[src/rtl/spi_tx_channel.sv]
// FIFO-buffered SPI transmit channel: each word goes out as an address header plus data, MSB first.
// Defining SPI_TX_PARITY_EN appends an even-parity bit to every frame.
module spi_tx_channel #(
  parameter int WORD_W     = 16,
  parameter int ADDR_W     = 3,
  parameter int FIFO_DEPTH = 16
) (
  input  logic                         TX_CLK,
  input  logic                         RST,
  input  logic [WORD_W-1:0]            DATA,
  input  logic                         ENA,
  input  logic [ADDR_W-1:0]            ADDR,
  input  logic                         RX_STOP,
  input  logic                         CLR_OVF,
  output logic                         TX_DATA,
  output logic                         TX_LOAD,
  output logic                         BUSY,
  output logic [$clog2(FIFO_DEPTH):0]  LEVEL,
  output logic                         FULL,
  output logic                         EMPTY,
  output logic                         OVERFLOW
);

  localparam int LVL_W = $clog2(FIFO_DEPTH) + 1;
  localparam int PTR_W = $clog2(FIFO_DEPTH);
`ifdef SPI_TX_PARITY_EN
  localparam int FRAME_L = ADDR_W + WORD_W + 1;
`else
  localparam int FRAME_L = ADDR_W + WORD_W;
`endif
  localparam int CNT_W = $clog2(FRAME_L);

  typedef enum logic {IDLE, SHIFT} state_t;

  state_t             state, state_nxt;
  logic [WORD_W-1:0]  mem [FIFO_DEPTH];
  logic [PTR_W-1:0]   wr_ptr, rd_ptr;
  logic [LVL_W-1:0]   level, level_nxt;
  logic               full, empty, ovf;
  logic [FRAME_L-1:0] shreg, frame_word;
  logic [CNT_W-1:0]   cnt;
  logic               last_bit, pop, wr_ok, drop;

  assign last_bit = (state == SHIFT) && (cnt == CNT_W'(FRAME_L - 1));
  // A new frame may start in the last-bit cycle of the current one, giving gapless streaming.
  assign pop   = !empty && !RX_STOP && ((state == IDLE) || last_bit);
  assign wr_ok = ENA && (!full || pop);
  assign drop  = ENA && full && !pop;

`ifdef SPI_TX_PARITY_EN
  assign frame_word = {ADDR, mem[rd_ptr], ^{ADDR, mem[rd_ptr]}};
`else
  assign frame_word = {ADDR, mem[rd_ptr]};
`endif

  always_ff @(posedge TX_CLK or posedge RST) begin
    if (RST) state <= IDLE;
    else     state <= state_nxt;
  end

  always_comb begin
    state_nxt = state;
    case (state)
      IDLE:    if (pop) state_nxt = SHIFT;
      SHIFT:   if (last_bit) state_nxt = pop ? SHIFT : IDLE;
      default: state_nxt = IDLE;
    endcase
  end

  always_comb begin
    level_nxt = level;
    if (wr_ok && !pop)      level_nxt = level + 1'b1;
    else if (!wr_ok && pop) level_nxt = level - 1'b1;
  end

  always_ff @(posedge TX_CLK) begin
    if (wr_ok) mem[wr_ptr] <= DATA;
  end

  always_ff @(posedge TX_CLK or posedge RST) begin
    if (RST) begin
      wr_ptr <= '0;
      rd_ptr <= '0;
      level  <= '0;
      full   <= 1'b0;
      empty  <= 1'b1;
      ovf    <= 1'b0;
    end else begin
      if (wr_ok) wr_ptr <= wr_ptr + 1'b1;
      if (pop)   rd_ptr <= rd_ptr + 1'b1;
      level <= level_nxt;
      full  <= (level_nxt == LVL_W'(FIFO_DEPTH));
      empty <= (level_nxt == '0);
      // A dropped write outranks a simultaneous clear so no overflow event is lost.
      if (drop)         ovf <= 1'b1;
      else if (CLR_OVF) ovf <= 1'b0;
    end
  end

  always_ff @(posedge TX_CLK or posedge RST) begin
    if (RST) begin
      shreg <= '0;
      cnt   <= '0;
    end else if (pop) begin
      shreg <= frame_word;
      cnt   <= '0;
    end else if (state == SHIFT) begin
      shreg <= shreg << 1;
      cnt   <= cnt + 1'b1;
    end
  end

  assign TX_DATA  = (state == SHIFT) && shreg[FRAME_L-1];
  assign TX_LOAD  = last_bit;
  assign BUSY     = (state == SHIFT);
  assign LEVEL    = level;
  assign FULL     = full;
  assign EMPTY    = empty;
  assign OVERFLOW = ovf;

endmodule

[config.mk]
export PLATFORM = sky130hd
export DESIGN_NAME = spi_tx_channel
export DESIGN_NICKNAME = d
export VERILOG_FILES = /design/src/rtl/spi_tx_channel.sv
export SDC_FILE = /design/constraint.sdc
export NUM_CORES = 1
export LEC_CHECK = 0
export BUFFER_PORTS_ARGS = -buffer_cell sky130_fd_sc_hd__buf_2
export CORE_MARGIN = 2
export CORE_UTILIZATION = 62
export CTS_CLUSTER_DIAMETER = 120
export DETAILED_ROUTE_END_ITERATION = 6
export PLACE_DENSITY = 0.87
export REMOVE_ABC_BUFFERS = 1
export SLEW_MARGIN = 40
export SYNTH_ARGS = -nofsm -noshare
export SYNTH_HDL_FRONTEND = slang
export SYNTH_SLANG_ARGS = --single-unit
[constraint.sdc]
create_clock -name TX_CLK -period 3.05 [get_ports TX_CLK]
set_input_delay 0.4575 -clock TX_CLK [delete_from_list [all_inputs] [get_ports TX_CLK]]
set_output_delay 0.4575 -clock TX_CLK [all_outputs]
set_load 0.02 [all_outputs]
---- Word level (Yosys, flattened, before mapping) ----
Memory sizes are Yosys's and may differ from the RTL's.
Index checks and enable logic that the tools add are counted.
word-level totals
  register bits ........................... 41
  output and inout bits ................... 11
  input bits .............................. 24
  memories ................................ 1
  bits in writable memories ............... 256
memories
  name  words  width  read ports  clocked after Yosys merged registers in  write ports  RTL line  text
  mem   16     16     1           0                                        1            36        logic [WORD_W-1:0] mem [FIFO_DEPTH];
operators by class
  add/subtract/negate cells ............... 5
  bitwise gates (word level) .............. 1
  equality and inequality tests ........... 2
  reductions and logical operators ........ 19
  multiplexer cells ....................... 13
operator list
  cell                                              count
  2-to-1 mux 19 bit                                 2
  2-to-1 mux 5 bit                                  4
  adder 5 x 1 -> 5 bit, second input constant       2
  equality test 5 bit, second input constant        2
  logical AND 1 bit                                 9
  adder 4 x 1 -> 4 bit, second input constant       2
  2-to-1 mux 1 bit                                  6
  logical NOT 1 bit                                 5
  logical NOT 5 bit                                 1
  subtractor 5 x 1 -> 5 bit, second input constant  1
  nonzero test 2 bit                                2
  logical OR 1 bit                                  2
  case mux 1 bit (2 select lines)                   1
  NOT 1 bit                                         1

---- Depth between registers and ports, before layout ----
Gate-level depths: netlist (run 1).
  depth in word-level cells ............... 11
  depth in mapped cells ................... 9
  depth with buffers taken out ............ 7

---- Worst setup path before layout (run 1) ----
No wires, ideal clock.
  path type ............................... reg-to-reg
  start ................................... register cnt[0]
  end ..................................... memory mem[11][0] (enable)
  required time ........................... 2.676 ns
  stages on the path, launching flop included .. 8
  arrival ................................. 2.019 ns
  buffers on the path ..................... 0
  library setup time ...................... 0.374 ns
  setup slack ............................. 0.657 ns
  cells stage by stage .................... dfrtp_1 inv_1 ha_1 nand4bb_1 a21boi_2 o21ai_1 nor3b_1 and2_1
on the way
  longest elaborated chain between the ends .. 8
RTL lines
  what                                    RTL line  text
  start, declared                         41        logic [CNT_W-1:0] cnt;
  start signal, assigned                  109       cnt <= cnt + 1'b1;
  equality test 5 bit                     44        assign last_bit = (state == SHIFT) && (cnt == CNT_W'(FRAME_L - 1));
  logical AND 1 bit                       44
  logical OR 1 bit                        46        assign pop = !empty && !RX_STOP && ((state == IDLE) || last_bit);
  logical AND 1 bit                       46
  logical OR 1 bit                        47        assign wr_ok = ENA && (!full || pop);
  logical AND 1 bit                       47
  2-to-1 mux 1 bit                        77        if (wr_ok) mem[wr_ptr] <= DATA;
  2-to-1 mux 1 bit (implied by the code)  77
  end, declared                           36
Every way passes these cells.

---- Final worst setup path (run 1) ----
  start ................................... register cnt[0]
  end ..................................... memory mem[7][6] (enable)
Same word-level chain as after synthesis.

==> results.md, run 1 <==
* Crit Path Max Fanout at 11
* Hpwl dp at 16120 um
* Grt total ovfl at 0
* Worst slack at placement at 0.2516 ns
* Fin crit period at 2.870 ns
* XOR/XNOR Fraction of Synth Area at around 1.1%
* Asr flop ratio synth at 13.80%
* Power density cells at 902.9 mW/mm2
* Total track usage at ~28%
* Cell Rows at 50
* CTS Sinks at roughly 300
* Reg2Reg Depth at 8
* Starting Density at 62.77%
* P&R area growth vs syn at 14.46%
* Filler cell count at 1033
* Final WS setup at 0.1800 ns
* CTS clock-pin slew for the worst setup and hold paths at 0.07 ns
* Critical Path Max Stage Delay at between 0.5 and 0.6 ns
* Worst hold-check path type: input pin to register
* RSZ-0062 raised after global routing: no
* Critical Path Start Type: register
* 1st-pass router iterations at 5
* Slew headroom at 48.20%
* Port buffer count at 34
* Placed Cells at ~860
* CP max-delay cell: a21oi_1
* Core Area at approximately 0.019 mm2
* Fmax at 348.4 MHz
* Syn Inst Count at 590
* Mapped Area at 0.01170 mm2
* DR iter-0 viols at 709
* Reg2Reg Setup Slack at 0.18 ns
* Final #Nets at 689
* Fin. max-slew vios at 0
* WS Path Type: register to register
* Die height at 141.4 um
* Post-synthesis simple-gate area fraction at between 3 and 4%
* Post-synthesis adder-cell area fraction at 0.9624%
* Resized cells post-CTS at 0
* Synth Area in Compound Gates at 4.865%
* Hold path depth at 2
* Slew @ Worst Pin at 0.7770 ns
* Mux cell area share after synthesis at 13.59%
* Status: finished clean
* Vias in the first global route at 6380
* Worst hold margin at 0.1118 ns
* Main combinational cell family by area after synthesis: multiplexers
* Routability congestion estimate at 0.8369
* Setup_tns at 0 ns
* First-pass GRT wire length at 40240 um
* Max Cap Viol at 0
* Required @ worst endpoint at 3.28 ns
* CTS HTree Levels at 1
* CTS tree: done
* FF+latch count, synth at 297
* # diodes at 0
* Post-route ant nets at 0
* Initial antenna violation count at 0
* Pleak at 4.576 nW
* Max clock buf depth at 3
* Vias after detailed routing at 6188
* Routed vias/inst at 6.778
* Worst-skew pair later-pin latency at roughly 0.54 ns
* Synth top area cells: edfxtp_1, mux4_2, dfrtp_1
* # DRC at 0
* Final period util at 94.10%
* Yosys warnings at 0
* Most used flip-flop cell after synthesis: edfxtp_1
* Area of the die at about 0.02 mm2
* Hold endpoint: OVERFLOW
* Synth top area share at 65.70%
* Drt total wl at 26330 um
* Horiz. Die Dim at 141.4 um
* R2r endpoint: mem[7][6]
* Synth area leader: edfxtp_1
* Total CTS buffers at 29
* CP Capture Type: register
* Setup bufs post-CTS at 0
* Number of synthesized flops with an enable pin at between 200 and 300
* Layout cell share with drive strength beyond 1 at 28.87%
* Synthesized area per cell at 19.83 um2
* Register area share after synthesis at 74.48%
* Max VDD drop at 522.9 uV
* Critical R2R Launch: cnt[0]
* CP cell instances: inv_1, ha_1, and4bb_2, o21ai_2, a21oi_1, nor2b_1, and2_1, buf_12
* Final Hold Viols at 0
* # hold bufs at CTS at 1
* Min-delay src: CLR_OVF
* Setup Viol. Count Final at 0
* CP Data Arrival Time at approximately 3.1 ns
* Final std cells w/o fill at 913
* Pin count of the biggest net entering global routing at 33
* Number of top-level pins at 35
* Clock skew at approximately 0.017 ns
* Avg WL per Cell at 28.84 um
* Root Buffer: clkbuf_16
* Distinct cell type count after synthesis at 51
-- where the power goes --
part,switching [W],internal [W]
combinational,0.00151,0.00139
clock,0.00151,0.00226
sequential,0.000450,0.00498
-- Yosys cell counts (6+ instances only) --
| library cell | count |
|---|---|
| xnor2_1 | 8 |
| inv_1 | 11 |
| edfxtp_1 | 256 |
| mux2i_1 | 7 |
| ha_1 | 9 |
| a221o_1 | 10 |
| mux4_2 | 64 |
| a22oi_1 | 23 |
| nand2_1 | 13 |
| clkbuf_1 | 14 |
| o21ai_1 | 10 |
| and2_1 | 14 |
| xor2_1 | 7 |
| a21oi_1 | 16 |
| mux2_2 | 6 |
| nor2_1 | 15 |
| dfrtp_1 | 40 |
| buf_2 | 8 |
-- logic make-up after synthesis --
kind of cell	after synthesis
flip-flops	297
AO/OA/AOI/OAI	79
multiplexers	78
XOR/XNOR	15
AND/OR/NAND/NOR	72
buffers and inverters	40
adder cells (fa/ha/maj)	9
-- worst max-delay path, delay by kind of cell (launching register included) --
kind / cells / cell delay (ns)
and+or+nand+nor: 3 / 1.06
AOI/OAI and AO/OA: 2 / 0.58
DFF: 1 / 0.43
buffers and inverters: 2 / 0.30
adders and majority gates: 1 / 0.18
-- registers in the layout (all words and copies together) (netlist names), 4 cells and up --
name,flops
mem,256
shreg,19
LEVEL,5
cnt,5
rd_ptr,4
wr_ptr,4
-- final cells by class --
| type | instances | area [um2] | share of cell area, % |
|---|---|---|---|
| Sequential cell | 297 | 8720 | 65.11 |
| Multi-Input combinational cell | 253 | 2808 | 20.96 |
| Clock buffer | 30 | 729.5 | 5.447 |
| Timing Repair Buffer | 63 | 503.0 | 3.756 |
| Clock inverter | 24 | 294.0 | 2.195 |
| Tap cell | 234 | 292.8 | 2.186 |
| Inverter | 12 | 46.29 | 0.3457 |
-- placed cells by master (no fill, tap or decap), types with 2 or more instances in the layout --
| master | synthesis | layout |
|---|---|---|
| mux4_2 | 64 | 64 |
| inv_6 | 0 | 2 |
| nand3_1 | 4 | 4 |
| o21ai_0 | 2 | 2 |
| nor2_2 | 1 | 3 |
| buf_4 | 3 | 19 |
| nand4_1 | 3 | 3 |
| buf_2 | 8 | 34 |
| nor2b_1 | 3 | 2 |
| inv_1 | 11 | 10 |
| and3_1 | 5 | 5 |
| o22ai_1 | 3 | 3 |
| and2_1 | 14 | 14 |
| xnor2_1 | 8 | 8 |
| dfrtp_1 | 40 | 38 |
| o21ai_1 | 10 | 10 |
| buf_12 | 0 | 9 |
| a21oi_1 | 16 | 16 |
| nand3b_1 | 2 | 2 |
| bufinv_16 | 0 | 6 |
| nor2_1 | 15 | 13 |
| a222oi_1 | 5 | 5 |
| mux2_2 | 6 | 6 |
| nor3_1 | 3 | 3 |
| a221o_1 | 10 | 10 |
| xor2_1 | 7 | 7 |
| edfxtp_1 | 256 | 256 |
| clkinvlp_4 | 0 | 4 |
| a22oi_1 | 23 | 23 |
| nor3b_1 | 2 | 2 |
| a21o_1 | 2 | 2 |
| mux2i_1 | 7 | 7 |
| nand2_1 | 13 | 13 |
| ha_1 | 9 | 9 |
| clkbuf_16 | 0 | 29 |
| clkinv_2 | 0 | 9 |
| clkinv_4 | 0 | 2 |
-- worst max path at each step --
stage | start | endpoint | slack, ns | cells after the start
after floorplan | rd_ptr[0] | shreg[11] | -1.00 | 4
after global placement | RX_STOP | mem[9][15] | 0.58 | 7
after detailed placement | cnt[0] | mem[7][5] | 0.25 | 8
after CTS | cnt[0] | mem[7][6] | 0.21 | 8
after global routing | cnt[0] | mem[7][0] | 0.06 | 8
final | cnt[0] | mem[7][6] | 0.18 | 8
-- per-stage QoR --
stage / total power (W) / util [%] / instance area (um2)
CTS: 0.01214 / 71.81 / 13390
global placement: 0.008125 / 66.25 / 12350
finish: 0.01209 / 71.84 / 13390
floorplan: 0.007381 / - / 11560
global route: 0.01253 / 71.84 / 13390
detailed placement: 0.008340 / 66.27 / 12350
-- layer usage --
metal  track usage (%)  vias to the layer above  routed length, um
li1                  -                     2555                  -
met1             38.61                     3174               9858
met2             45.53                      392              13280
met3             4.961                       67               2398
met4             9.368                        0                797
met5                 0                        -                  0
No activity file was read; power rests on OpenSTA's default activity.
==> run 2: changes to the inputs <==
--- a/config.mk
+++ b/config.mk
@@ -10,2 +10,3 @@
 export CORE_UTILIZATION = 62
+export CTS_BUF_LIST = sky130_fd_sc_hd__clkbuf_16
 export CTS_CLUSTER_DIAMETER = 120
==> constraint.sdc (replaced) <==
create_clock -name TX_CLK -period 3.05 [get_ports TX_CLK]
set_input_delay 0.61 -clock TX_CLK [delete_from_list [all_inputs] [get_ports TX_CLK]]
set_output_delay 0.61 -clock TX_CLK [all_outputs]
set_load 0.02 [all_outputs]
==> run 2 against run 1 <==
  * Largest cell class unchanged
  * Count of clock-buffer cells in the layout fell by 1
  * Non-clock buffer count up 2
  * Worst hold slack lost 0.049 ns
  * Setup slack improved by 0.37 ns
  * Clock skew is 0.0046 ns higher
  * Cell area is 1.2% lower
==> results.md, run 2 (synthesis results as in run 1) <==
* Pin count of the biggest net entering global routing at 35 (+6.1%)
* Fin crit period at 2.497 ns (-0.3726 ns)
* Worst slack at placement at 0.3820 ns (+0.1304 ns)
* First-pass GRT wire length at 38060 um (-5.4%)
* Most common cell after layout, fill and taps aside: edfxtp_1
* WS Path Type: register to register
* CTS tree: done
* CTS clock-pin slew for the worst setup and hold paths at 0.06 ns (about the same)
* Crit Path Max Fanout at 11 (unchanged)
* Hpwl dp at 15390 um (-4.5%)
* CP Data Arrival Time at 2.76 ns (-0.34 ns)
* Grt total ovfl at 0 (unchanged)
* Worst hold-check path type: input pin to async pin
* Final WS setup at 0.5525 ns (+0.3726 ns)
* Area of the die at 0.01999 mm2 (unchanged)
* Total CTS buffers at 29 (unchanged)
* Setup bufs post-CTS at 0 (unchanged)
* Cell Rows at 50 (unchanged)
* Max clock buf depth at 3 (unchanged)
* Initial antenna violation count at 2 (+2)
* Post-route ant nets at 0 (unchanged)
* Starting Density at 62.77% (unchanged)
* Final std cells w/o fill at 910 (-0.33%)
* CTS Sinks at 297 (unchanged)
* CP Capture Type: register
* CTS HTree Levels at 1 (unchanged)
* Fmax at 400.4 MHz (+15%)
* Clock skew at 0.02152 ns (+0.004604 ns)
* # diodes at 0 (unchanged)
* Max Cap Viol at 0 (unchanged)
* Setup_tns at 0 ns (unchanged)
* Largest registers: mem x256, shreg x19
* # DRC at 0 (unchanged)
* DR iter-0 viols at 654 (-7.8%)
* Die height at 141.4 um (unchanged)
* Critical R2R Launch: cnt[0]
* Routed vias/inst at 6.748 (-0.43%)
* Worst-skew pair later-pin latency at 0.56 ns (+0.02 ns)
* Final #Nets at 691 (+0.29%)
* Critical Path Source: cnt[0]
* Avg WL per Cell at 27.50 um (-4.7%)
* Number of top-level pins at 35 (unchanged)
* P&R area growth vs syn at 13.06%
* Total track usage at 25.95% (-1.8 points)
* Max reg flops at 256 (unchanged)
* 1st-pass router iterations at 7 (+2)
* Vias after detailed routing at 6141 (-0.76%)
* # hold bufs at CTS at 0 (-1)
* Critical Path Start Type: register
* Routability congestion estimate at 0.8168 (-2.4%)
* Required @ worst endpoint at 3.31 ns (+0.03 ns)
* Root Buffer: clkbuf_16
* Reg2Reg Setup Slack at 0.55 ns (+0.37 ns)
* R2r endpoint: mem[10][10]
* Vias in the first global route at 6308 (-1.1%)
* Slew @ Worst Pin at 0.8710 ns (+0.09392 ns)
* Most frequent cells in the layout: edfxtp_1, mux4_2, dfrtp_1
* Drt total wl at 25020 um (-5.0%)
* Placed Area at 0.01231 mm2 (-0.33%)
* Pleak at 4.541 nW (-0.77%)
* Most flops, register: mem
* RSZ-0062 raised after global routing: no
* Port buffer count at 34 (unchanged)
* Resized cells post-CTS at 0 (unchanged)
* Slew headroom at 41.82% (-6.4 points)
* Fin. max-slew vios at 0 (unchanged)
* Layout cell share with drive strength beyond 1 at 27.07% (-1.8 points)
* Setup Viol. Count Final at 0 (unchanged)
* Final Hold Viols at 0 (unchanged)
* Status: finished clean
* Placed Cells at 861 (+0.35%)
* Core Area at 0.01864 mm2 (unchanged)
* Final period util at 81.88% (-12 points)
* Horiz. Die Dim at 141.4 um (unchanged)
* Power density cells at 886.8 mW/mm2 (-1.8%)
* Reg2Reg Depth at 8 (unchanged)
* Max VDD drop at 589.7 uV (+13%)
* Design area at 0.01323 mm2 (-1.2%)
==> run 2: changes by cell type in the layout (fill, tap and decap cells not counted), sizes merged <==
cell,change
bufinv,-3
buf,+3
clkbuf,-1
clkinvlp,-4
inv,+4
clkinv,-1
dlygate4sd3,-1
==> run 2: cell type report <==
class	instances	area [um2]
clock buffer	29	725.7
clock inverter	20	190.2
fill	1078	5414
inverter	12	45.04
multi-input combinational	253	2803
sequential	297	8720
tap	234	292.8
timing repair buffer	65	452.9
==> run 2: worst max path at each step <==
stage                        endpoint  slack, ns
final                     mem[10][10]       0.55
after CTS                    shreg[3]       0.52
after global placement     mem[10][3]       0.52
after detailed placement   mem[10][0]       0.38
after floorplan             shreg[11]      -1.00
after global routing      mem[10][10]       0.35
==> run 2: layer usage <==
layer | part of all wire (%) | track usage, %
met5 | 0.052 | 0
met4 | 2.3 | 7.211
met3 | 9.0 | 6.581
met2 | 50 | 43.00
met1 | 38 | 35.05
==> run 2: through the flow <==
| stage | power [W] | utilization, % | hold WS, ns |
|---|---|---|---|
| finish | 0.01173 | 70.96 | 0.06275 |
| global placement | 0.008102 | 66.03 | 0.4633 |
| global route | 0.01215 | 70.96 | 0.09300 |
| detailed placement | 0.008302 | 66.05 | 0.4687 |
| floorplan | 0.007381 | - | 0.4498 |
| CTS | 0.01179 | 70.96 | 0.1006 |
==> run 2: power breakdown <==
group          internal [W]  total, W  leakage [nW]  switching, W
sequential          0.00497   0.00543          2.83      0.000450
clock               0.00198   0.00346         0.461       0.00147
combinational       0.00138   0.00285          1.25       0.00147
==> run 2: worst max-delay path, cell delays in order (launching register included) <==
cell and delay, ns:
dfrtp_1 0.43, inv_1 0.08, ha_1 0.16, nand4bb_1 0.18, a21boi_2 0.20, o21ai_1 0.19, nor3b_1 0.36, and2_1 0.41
buf_12 0.19
